`src/rtl/c_pkg.sv`:
```
// rtl/c_pkg.sv - shared parcel type, fetch geometry and compressed-instruction decode
package c_pkg;

    typedef logic [15:0] parcel_t;

    localparam int FETCH_W_DEFAULT   = 32;
    localparam int PARCELS_PER_FETCH = FETCH_W_DEFAULT / 16;

    // RV32C: anything whose low two bits are not 2'b11 is a 16-bit instruction
    function automatic logic is_compressed(input parcel_t p);
        return p[1:0] != 2'b11;
    endfunction

endpackage

```
`src/rtl/c_parcel_fifo.sv`:
```
// rtl/c_parcel_fifo.sv - parcel ring with multi-parcel write (leading skip) and 1/2-parcel pop
module c_parcel_fifo
    import c_pkg::*;
#(
    parameter int DEPTH = 8,
    parameter int PPF   = PARCELS_PER_FETCH,
    localparam int PW   = $clog2(DEPTH),
    localparam int CW   = $clog2(DEPTH + 1),
    localparam int SW   = (PPF > 1) ? $clog2(PPF) : 1
) (
    input  logic              clk,
    input  logic              clear,
    input  logic              wr_en,
    input  logic [SW-1:0]     wr_skip,
    input  logic [PPF*16-1:0] wr_data,
    input  logic              rd_en,
    input  logic              rd_two,
    output logic [CW-1:0]     count,
    output parcel_t           rd_data0,
    output parcel_t           rd_data1
);

    parcel_t       mem [DEPTH];
    logic [PW-1:0] rd_ptr;
    logic [PW-1:0] wr_ptr;
    logic [CW-1:0] wr_num;
    logic [CW-1:0] rd_num;

    always_comb begin
        wr_num = '0;
        rd_num = '0;
        if (wr_en) wr_num = CW'(PPF) - CW'(wr_skip);
        if (rd_en) rd_num = rd_two ? CW'(2) : CW'(1);
    end

    always_ff @(posedge clk) begin
        if (clear) begin
            rd_ptr <= '0;
            wr_ptr <= '0;
            count  <= '0;
        end else begin
            rd_ptr <= rd_ptr + PW'(rd_num);
            wr_ptr <= wr_ptr + PW'(wr_num);
            count  <= count + wr_num - rd_num;
        end
    end

    // Parcels below the skip index are dropped; the rest pack down from wr_ptr
    always_ff @(posedge clk) begin
        if (wr_en) begin
            for (int i = 0; i < PPF; i++) begin
                if (i >= int'(wr_skip))
                    mem[wr_ptr + PW'(i) - PW'(wr_skip)] <= wr_data[i*16 +: 16];
            end
        end
    end

    assign rd_data0 = mem[rd_ptr];
    assign rd_data1 = mem[rd_ptr + PW'(1)];

endmodule

```
`src/rtl/c_align_buffer.sv`:
```
// rtl/c_align_buffer.sv - fetch-word to instruction aligner with back-pressure and branch flush
module c_align_buffer
    import c_pkg::*;
#(
    parameter int          FETCH_W  = 32,
    parameter int          DEPTH    = 8,
    parameter logic [31:0] RESET_PC = 32'h0
) (
    input  logic               clk,
    input  logic               reset_i,
    input  logic               fetch_valid_i,
    output logic               fetch_ready_o,
    input  logic [31:0]        fetch_pc_i,
    input  logic [FETCH_W-1:0] fetch_data_i,
    input  logic               br_taken_i,
    input  logic [31:0]        br_target_i,
    output logic               instr_valid_o,
    input  logic               instr_ready_i,
    output logic [31:0]        instr_o,
    output logic [31:0]        instr_pc_o,
    output logic               instr_c_o
);

    localparam int PPF = FETCH_W / 16;
    localparam int CW  = $clog2(DEPTH + 1);
    localparam int SW  = (PPF > 1) ? $clog2(PPF) : 1;
    localparam int BW  = $clog2(FETCH_W / 8);

    logic [31:0]   head_pc;
    logic [SW-1:0] skip;
    logic [CW-1:0] count;
    parcel_t       p0;
    parcel_t       p1;
    logic          head_c;
    logic          push;
    logic          pop;
    logic          clear;
    logic          unused_fetch_pc;

    // Fetch order is guaranteed upstream, so the word address carries no information here
    assign unused_fetch_pc = ^fetch_pc_i;

    assign head_c        = is_compressed(p0);
    assign fetch_ready_o = !reset_i && ((CW'(DEPTH) - count) >= CW'(PPF));
    assign instr_valid_o = !reset_i && (count >= (head_c ? CW'(1) : CW'(2)));
    assign push          = fetch_valid_i && fetch_ready_o && !br_taken_i;
    assign pop           = instr_valid_o && instr_ready_i && !br_taken_i;
    assign clear         = reset_i || br_taken_i;

    assign instr_o    = !instr_valid_o ? 32'h0 : (head_c ? {16'h0, p0} : {p1, p0});
    assign instr_c_o  = instr_valid_o && head_c;
    assign instr_pc_o = head_pc;

    c_parcel_fifo #(
        .DEPTH (DEPTH),
        .PPF   (PPF)
    ) u_fifo (
        .clk      (clk),
        .clear    (clear),
        .wr_en    (push),
        .wr_skip  (skip),
        .wr_data  (fetch_data_i),
        .rd_en    (pop),
        .rd_two   (!head_c),
        .count    (count),
        .rd_data0 (p0),
        .rd_data1 (p1)
    );

    // A redirect into the middle of a fetch word drops the parcels ahead of the target
    always_ff @(posedge clk) begin
        if (reset_i) begin
            head_pc <= RESET_PC;
            skip    <= '0;
        end else if (br_taken_i) begin
            head_pc <= br_target_i;
            skip    <= br_target_i[BW-1:1];
        end else begin
            if (push) skip <= '0;
            if (pop)  head_pc <= head_pc + (head_c ? 32'd2 : 32'd4);
        end
    end

endmodule

```
`config.mk`:
```
export PLATFORM = sky130hd
export DESIGN_NAME = c_align_buffer
export DESIGN_NICKNAME = d
export VERILOG_FILES = /design/src/rtl/c_pkg.sv /design/src/rtl/c_parcel_fifo.sv /design/src/rtl/c_align_buffer.sv
export SDC_FILE = /design/constraint.sdc
export NUM_CORES = 1
export LEC_CHECK = 0
export ABC_CLOCK_PERIOD_IN_PS = 8200
export CAP_MARGIN = 10
export CORE_MARGIN = 3
export CORE_UTILIZATION = 45
export CTS_BUF_LIST = sky130_fd_sc_hd__clkbuf_8 sky130_fd_sc_hd__clkbuf_16
export CTS_CLUSTER_DIAMETER = 40
export DETAILED_ROUTE_END_ITERATION = 7
export DONT_BUFFER_PORTS = 1
export GPL_TIMING_DRIVEN = 0
export REMOVE_ABC_BUFFERS = 1
export SKIP_LAST_GASP = 1
export SLEW_MARGIN = 20
export SYNTH_ARGS = -nofsm -noshare
export SYNTH_HDL_FRONTEND = slang
export SYNTH_HIERARCHICAL = 1
export SYNTH_SLANG_ARGS = --single-unit
```
`constraint.sdc`:
```
create_clock -name clk -period 8.2 [get_ports clk]
set_input_delay 1.64 -clock clk [delete_from_list [all_inputs] [get_ports clk]]
set_output_delay 1.64 -clock clk [all_outputs]
set_load 0.05 [all_outputs]
```
==> results of run 1 <==
## kinds of logic after synthesis
logic type	count (synthesis)	synth area share
AOI/OAI and AO/OA	61	0.0450
xor gates and xnor gates	31	0.0285
adders and majority gates	22	0.0299
buffers and inverters	73	0.0330
DFF	171	0.450
muxes	225	0.311
and+or+nand+nor	183	0.103
## metal layers
metal | track usage | part of all wire
met5 | 0 | 0
met4 | 0.0696 | 0.024
met3 | 0.0674 | 0.089
met2 | 0.365 | 0.49
met1 | 0.261 | 0.39
## power by group through the flow
stage	Clock (mW)	Combinational [mW]	Sequential [mW]
after CTS	0.841	0.251	1.02
after detailed placement	0	0.250	1.04
final	0.826	0.250	1.02
after global placement	0	0.225	1.04
after floorplan	0	0.189	1.03
after global routing	0.882	0.270	1.02
## through the flow
step / instances / utilization / total power, mW
2_1_floorplan: 717 / - / 1.22
3_3_place_gp: 1002 / 0.465 / 1.26
3_5_place_dp: 1018 / 0.485 / 1.29
4_1_cts: 1050 / 0.512 / 2.11
5_1_grt: 1050 / 0.512 / 2.17
6_report: 1050 / 0.512 / 2.09
## worst max path at each step
stage               cells after the start  slack (ns)          end              from
floorplan                               8        0.88  instr_o[16]  u_fifo/rd_ptr[0]
global placement                        8       -1.21  instr_o[16]  u_fifo/rd_ptr[0]
detailed placement                     11        2.65  instr_o[18]  u_fifo/rd_ptr[1]
CTS                                    11        2.16  instr_o[18]  u_fifo/rd_ptr[1]
global route                           11        2.00  instr_o[18]  u_fifo/rd_ptr[1]
finish                                 11        2.20  instr_o[18]  u_fifo/rd_ptr[1]
## cells in the mapped netlist (3+ instances only)
| library cell | instances |
|---|---|
| clkbuf_1 | 22 |
| nand2_1 | 21 |
| ha_1 | 17 |
| o21bai_1 | 7 |
| a311oi_1 | 3 |
| nor3b_1 | 3 |
| nor3_1 | 13 |
| buf_6 | 4 |
| nor4b_1 | 4 |
| o32ai_1 | 3 |
| buf_2 | 15 |
| dfxtp_1 | 43 |
| nor2b_1 | 7 |
| and3_1 | 21 |
| mux2_2 | 160 |
| xnor2_1 | 25 |
| edfxtp_1 | 128 |
| and4_1 | 7 |
| nor4_1 | 16 |
| nand3_1 | 12 |
| xor2_1 | 4 |
| o21ai_0 | 6 |
| nor2_1 | 30 |
| nand4_1 | 7 |
| mux4_2 | 64 |
| nand2b_1 | 3 |
| fa_1 | 5 |
| inv_1 | 24 |
| and2_1 | 22 |
| buf_4 | 6 |
| a21oi_1 | 7 |
| a211oi_1 | 20 |
## state kept, by name, summed over array words and instances (netlist names)
register	cells
instr_pc_o	32
skip	1
u_fifo/count	4
u_fifo/mem	128
u_fifo/rd_ptr	3
u_fifo/wr_ptr	3
## layout make-up
class                           instances  area (um^2)  area share
Clock buffer                           17          425      0.0366
Clock inverter                         15          186      0.0160
Inverter                               24         90.1     0.00775
Multi-Input combinational cell        522         5570       0.479
Sequential cell                       171         4710       0.406
Tap cell                              285          357      0.0307
Timing Repair Buffer                   16          284      0.0244
## worst reg2reg max path: stages, from the launching register on
cell and delay (ns):
dfxtp_4 0.61, buf_12 0.25, mux4_2 0.54, mux2_2 0.30, nand2_1 0.24, ha_1 0.29, nand2b_1 0.17, a2111oi_4 0.58
buf_6 0.24, nor4_1 0.07, and2_1 0.19, fa_1 0.55, inv_1 0.06, ha_1 0.29, a21o_1 0.17, a2111o_1 0.40
o21ai_0 0.07
==> results.cfg, run 1 <==
[logic_synthesis]
ys.flop_type = edfxtp_1
avgSynthCellArea_um2 = 13.7
synth.ff_latch_count = 171
synth_warnings = 6
netlist_instances = 766
synth-async-reset-ratio = 0
syn_area_um2 = 10500
yosys.area.top_type = edfxtp_1
ys_top_cells_by_area = edfxtp_1, mux2_2, mux4_2
synth_edf_count = 128
yosys.area.top_type_share = 0.368
yosysSeqAreaShare = 0.450
synth.distinct_cells = 59

[clock_network]
cts_max_level = 4
cts_buffers = 17
clk_path_buf_depth = 2
insertion_delay_ns = 0.43
cts_resized = 0
clock_sinks = 171
cts_tree = done
post_cts_buffers = 0
cts_hold_buf = 0
clk_root_buffer_cell = clkbuf_16
path_clk_slew_ns = 0.08

[grt]
antenna_found_initial = 0
grt_max_degree = 54
grt_pass1_wl_mm = 40.1
grtUsageTotal = 0.215
gr-total-overflow = 0
grt_pass1_vias = 6831

[layout]
finalInstanceArea_um2 = 11600
final_cell_mix = mux2_2, edfxtp_1, mux4_2, dfxtp_1, nor2_1
drive_above_1_share = 0.396
fill_cells = 1915
area_delta_synth_final_pct = 11.1
antennaDiodeCount = 0
nNetsFinal = 875
layout_commonest_cell = mux2_2

[timing]
hold_viol_final = 0
min_period_over_period = 0.731
whs_ns = 0.642
min_period_ns = 6.00
finalSetupTns_ns = 0
rsz0062_at_grt = no
fmax_mhz = 167
relSlewSlack = 0.234
slew_viol_final = 0
setup_viol = 0
setup_slack_ns = 2.20
tightest_slew_ns = 1.15
fin_skew_ns = 0.0134

[run]
cap_violations = 0

[setup_path]
crit_chain = buf_12 -> mux4_2 -> mux2_2 -> nand2_1 -> ha_1 -> nand2b_1 -> a2111oi_4 -> buf_6 -> nor2_4 -> buf_16 -> and3_1
reg2reg_depth = 16
critPathCaptureType = output port
crit_buf_inv = 3
rr_endpoint = u_fifo/count[3]
max_stage_delay_ns = 0.61
startpoint_type = register
cp_max_fo = 21
worst_path_max_delay_cell = dfxtp_4
cp_top_family = simple AND/OR/NAND/NOR gates
critical_path_class = register to output port
rrSetupSlack_ns = 3.12
worstPathArrival_ns = 4.36
cp.required_ns = 6.56
timing.rr.start = u_fifo/rd_ptr[1]

[route]
drt-initial-drc-count = 596
drt-total-wl_mm = 26.7
dr.pass1.iters = 5
viasPerCell = 6.28
vias = 6589
routedWlPerCell_um = 25.4
antenna_left = 0
drc = 0

[placement]
place_congestion = 0.811
io_buffers = 0
post-place-ws_ns = 2.65
dpl.hpwl_mm = 17.7
placed_area_um2 = 11000

[power_and_ir_drop]
peakVddDrop_uv = 108
p_clk_frac = 0.394
power_leakage_nw = 3.71
p_switching_uw = 619
combPwrFrac = 0.119
p_int_mw = 1.47
seqPwrFrac = 0.486
power_switching_share = 0.296
powerDensity_nw_per_um2 = 180

[worst_hold_path]
hold_class = register to register
min-delay-start = u_fifo/wr_ptr[0]
whs_path_depth = 2
min_to = u_fifo/wr_ptr[0]

[floorplan]
initial_core_util = 0.461
die_x_um = 158
coreArea_um2 = 22700
ioPinCount = 168
dieArea_um2 = 25100
rows = 55
dieHeight_um = 158

[outcome]
status = finished clean
Power figures use the tool's default switching activity.
==> run 2, diff against run 1 <==
Settings changed: ABC_CLOCK_PERIOD_IN_PS 8200 to 5400.
Clock period 8.2 ns to 5.4 ns, I/O delays scaled along.
==> run 2 against run 1 <==
Critical path depth unchanged. Via count about the same. Non-clock buffer count grew 2. Utilization grew 0.083 points. Routed wire length up 0.75%. Largest cell class unchanged.
==> results.cfg, run 2 (synthesis results as in run 1) <==
[grt]
grtUsageTotal = 0.215
gr-total-overflow = 0
antenna_found_initial = 0
grt_pass1_vias = 6833
grt_pass1_wl_mm = 40.1
grt_max_degree = 54

[power_and_ir_drop]
p_clk_frac = 0.395
combPwrFrac = 0.120
p_switching_uw = 942
power_switching_share = 0.296
powerDensity_nw_per_um2 = 273
peakVddDrop_uv = 166
seqPwrFrac = 0.486
p_int_mw = 2.24
power_leakage_nw = 3.72

[setup_path]
startpoint_type = register
worstPathArrival_ns = 4.14
critPathCaptureType = output port
rrSetupSlack_ns = 0.53
critical_path_class = register to output port
timing.rr.start = u_fifo/rd_ptr[0]
reg2reg_depth = 16
cp.required_ns = 4.32
cp_max_fo = 45
rr_endpoint = u_fifo/count[3]

[timing]
whs_ns = 0.642
setup_viol = 0
relSlewSlack = 0.225
slew_viol_final = 0
min_period_ns = 5.22
fin_skew_ns = 0.0145
hold_viol_final = 0
finalSetupTns_ns = 0
tightest_slew_ns = 1.16
fmax_mhz = 191
rsz0062_at_grt = no
min_period_over_period = 0.967

[placement]
place_congestion = 0.811
placed_area_um2 = 11000
io_buffers = 0
dpl.hpwl_mm = 17.7

[clock_network]
cts_resized = 0
cts_max_level = 4
clk_path_buf_depth = 2
cts_buffers = 17
path_clk_slew_ns = 0.08
clock_sinks = 171
cts_tree = done
clk_root_buffer_cell = clkbuf_16
insertion_delay_ns = 0.44

[route]
drt-initial-drc-count = 582
vias = 6584
dr.pass1.iters = 4
routedWlPerCell_um = 25.6
antenna_left = 0
drt-total-wl_mm = 26.9
drc = 0
viasPerCell = 6.26

[floorplan]
rows = 55
dieArea_um2 = 25100
die_x_um = 158
initial_core_util = 0.461
dieHeight_um = 158
ioPinCount = 168
coreArea_um2 = 22700

[worst_hold_path]
min-delay-start = u_fifo/wr_ptr[0]
whs_path_depth = 2
hold_class = register to register
min_to = u_fifo/wr_ptr[0]

[layout]
layout_commonest_cell = mux2_2
largest_reg_flops = 128
nNetsFinal = 877
drive_above_1_share = 0.398
area_delta_synth_final_pct = 11.3
fill_cells = 1913
finalInstanceArea_um2 = 11600
antennaDiodeCount = 0
final_cell_mix = mux2_2, edfxtp_1, mux4_2, dfxtp_1, nor2_1
regMostFlops = u_fifo/mem

[run]
cap_violations = 0

[outcome]
status = finished clean
==> run 2: area by class of cell <==
type / instances / area, um^2 / area share
Clock buffer: 17 / 425 / 0.0365
Clock inverter: 15 / 186 / 0.0160
Inverter: 24 / 90.1 / 0.00774
Multi-Input combinational cell: 522 / 5570 / 0.478
Sequential cell: 171 / 4710 / 0.405
Tap cell: 285 / 357 / 0.0306
Timing Repair Buffer: 18 / 303 / 0.0260
==> run 2: worst max-delay path: stages (launching register included) <==
cell and delay (ns):
dfxtp_4 0.53, buf_16 0.30, mux4_2 0.36, mux2_2 0.30, nand2_1 0.23, ha_1 0.28
nand2b_1 0.17, a2111oi_4 0.54, buf_6 0.24, nor2_4 0.11, buf_16 0.18, and3_1 0.38
==> run 2: power by group through the flow <==
stage	sequential, mW	clock, mW	combinational [mW]
after detailed placement	1.58	0	0.379
after floorplan	1.57	0	0.287
final	1.55	1.26	0.381
after CTS	1.55	1.28	0.382
after global placement	1.58	0	0.341
after global routing	1.55	1.34	0.411
==> run 2: layer usage <==
layer / share of wire / track usage / vias up
met4: 0.020 / 0.0696 / 0
met2: 0.50 / 0.365 / 232
met5: 0 / 0 / -
met3: 0.083 / 0.0674 / 38
met1: 0.40 / 0.261 / 3326
li1: - / - / 2988
==> run 2: worst max path at each step <==
stage	start	endpoint	slack, ns	cells after the start
finish	u_fifo/rd_ptr[0]	instr_o[18]	0.18	11
global route	u_fifo/rd_ptr[0]	instr_o[18]	0.009	11
floorplan	u_fifo/rd_ptr[0]	instr_o[16]	-1.36	8
global placement	u_fifo/rd_ptr[0]	instr_o[16]	-3.45	8
detailed placement	u_fifo/rd_ptr[1]	u_fifo/count[3]	0.33	16
CTS	u_fifo/rd_ptr[0]	instr_o[18]	0.03	11
==> run 2: timing repair <==
action,in CTS,in global routing
setup buffers,1,1
setup endpoints to repair,20,20
hold buffers,0,0
pin swaps,0,1
==> run 2: stage by stage <==
step | std cells | worst slack, ns | utilization | power [mW]
floorplan | 717 | -1.36 | - | 1.85
detailed placement | 1018 | 0.326 | 0.485 | 1.96
finish | 1052 | 0.176 | 0.513 | 3.18
CTS | 1051 | 0.0294 | 0.512 | 3.20
global placement | 1002 | -3.45 | 0.465 | 1.92
global route | 1052 | 0.00948 | 0.513 | 3.30
==> run 3, diff against run 2 <==
Settings changed: ABC_CLOCK_PERIOD_IN_PS 5400 to 5070.
Clock period 5.4 ns to 5.07 ns, I/O delays scaled along.
==> run 3 against run 2 <==
Sequential power up 6%. Worst setup slack better by 0.0016 ns. Utilization up 0.15 points. Critical path type unchanged. Critical endpoint unchanged. Largest cell class unchanged.
==> results.cfg, run 3 (synthesis results as in run 1) <==
[power_and_ir_drop]
power.total_mw = 3.40
power_leakage_nw = 3.74
powerDensity_nw_per_um2 = 291
peakVddDrop_uv = 176

[clock_network]
cts_tree = done
clk_root_buffer_cell = clkbuf_16
insertion_delay_ns = 0.44
cts_buffers = 17
path_clk_slew_ns = 0.08
cts_hold_buf = 0
clock_sinks = 171
cts_max_level = 4
clk_path_buf_depth = 2

[layout]
antennaDiodeCount = 0
nNetsFinal = 879
fill_cells = 1911
final_cell_mix = mux2_2, edfxtp_1, mux4_2, dfxtp_1, nor2_1
instances_no_fill = 1054
layout_commonest_cell = mux2_2
regMostFlops = u_fifo/mem
area_delta_synth_final_pct = 11.6
drive_above_1_share = 0.402
largest_reg_flops = 128

[route]
antenna_left = 0
drc = 0
routedWlPerCell_um = 25.8
drt-initial-drc-count = 588
drt-total-wl_mm = 27.2
dr.pass1.iters = 5
viasPerCell = 6.33
vias = 6667

[timing]
min_period_ns = 4.89
tightest_slew_ns = 1.14
fin_skew_ns = 0.0123
slew_viol_final = 0
fmax_mhz = 204
rsz0062_at_grt = no
hold_viol_final = 0
relSlewSlack = 0.238
min_period_over_period = 0.965
setup_viol = 0

[grt]
grt_pass1_wl_mm = 40.3
gr-total-overflow = 0
grt_pass1_vias = 6843
grtUsageTotal = 0.216
grt_max_degree = 54
antenna_found_initial = 0

[floorplan]
initial_core_util = 0.461
die_x_um = 158
dieArea_um2 = 25100
coreArea_um2 = 22700
rows = 55
dieHeight_um = 158
ioPinCount = 168

[setup_path]
cp.required_ns = 4.06
rr_endpoint = u_fifo/count[3]
startpoint_type = register
reg2reg_depth = 16
critPathLaunch = u_fifo/rd_ptr[0]
timing.rr.start = u_fifo/rd_ptr[0]
critPathCaptureType = output port
worstSetupEndpoint = instr_o[18]
rrSetupSlack_ns = 0.47
critical_path_class = register to output port
worstPathArrival_ns = 3.88
cp_max_fo = 23

[outcome]
status = finished clean

[placement]
io_buffers = 0
placedCellCount = 1018
dpl.hpwl_mm = 17.7
place_congestion = 0.811

[run]
cap_violations = 0

[worst_hold_path]
hold_class = input pin to register
==> run 3: changes by cell type in the layout (fill, tap and decap cells not counted) <==
cell,delta
and3_1,-2
and3_2,+2
buf_4,+1
clkbuf_16,+1
==> run 3: final cells by class <==
type                            instances  area (um^2)  area share
Tap cell                              285          357      0.0305
Inverter                               24         90.1     0.00772
Multi-Input combinational cell        522         5570       0.477
Clock buffer                           17          425      0.0364
Clock inverter                         15          186      0.0160
Sequential cell                       171         4710       0.404
Timing Repair Buffer                   20          335      0.0287
==> run 3: where the power goes <==
group          total (mW)  switching (mW)  internal (mW)
sequential           1.65           0.103           1.54
combinational       0.411           0.240          0.170
clock                1.34           0.663          0.675
==> run 3: layer usage <==
layer / wire length, um / track usage / up-vias
li1: - / - / 3008
met5: 0 / 0 / -
met1: 10900 / 0.263 / 3353
met4: 585 / 0.0696 / 0
met2: 13500 / 0.367 / 261
met3: 2300 / 0.0674 / 45
==> run 3: repair_timing <==
| item | in CTS | in global routing |
|---|---|---|
| gates cloned | 0 | 1 |
| gates resized for setup | 0 | 2 |
| setup buffers | 3 | 0 |
| endpoints found under the setup margin | 33 | 10 |
| pin swaps | 1 | 0 |
==> run 3: worst min path at each step <==
stage	startpoint	endpoint	slack, ns	depth (start not counted)
2_1_floorplan	u_fifo/count[0]	u_fifo/count[0]	0.58	2
3_3_place_gp	u_fifo/wr_ptr[0]	u_fifo/wr_ptr[0]	0.61	2
3_5_place_dp	u_fifo/wr_ptr[0]	u_fifo/wr_ptr[0]	0.62	2
4_1_cts	reset_i	instr_pc_o[23]	0.62	1
5_1_grt	reset_i	instr_pc_o[23]	0.61	1
6_report	reset_i	instr_pc_o[25]	0.64	1
==> run 3: critical path, stage by stage, from the launching register on <==
cell and delay, ns:
dfxtp_4 0.57, buf_16 0.25, mux4_2 0.33, mux2_2 0.30, nand2_1 0.23, ha_1 0.28, nand2b_1 0.17, a2111oi_4 0.35
buf_6 0.21, nor2_4 0.11, buf_16 0.18, and3_1 0.38
==> run 3: through the flow <==
step,util,worst slack [ns],hold WS [ns],area [um^2],setup TNS [ns]
after global placement,0.465,-3.71,0.612,10600,-282.68
after floorplan,-,-1.62,0.583,10200,-60.28
after CTS,0.513,0.120,0.619,11600,0
after detailed placement,0.485,-0.00388,0.622,11000,-0.00388
final,0.514,0.178,0.636,11700,0
after global routing,0.514,0.0202,0.612,11700,0
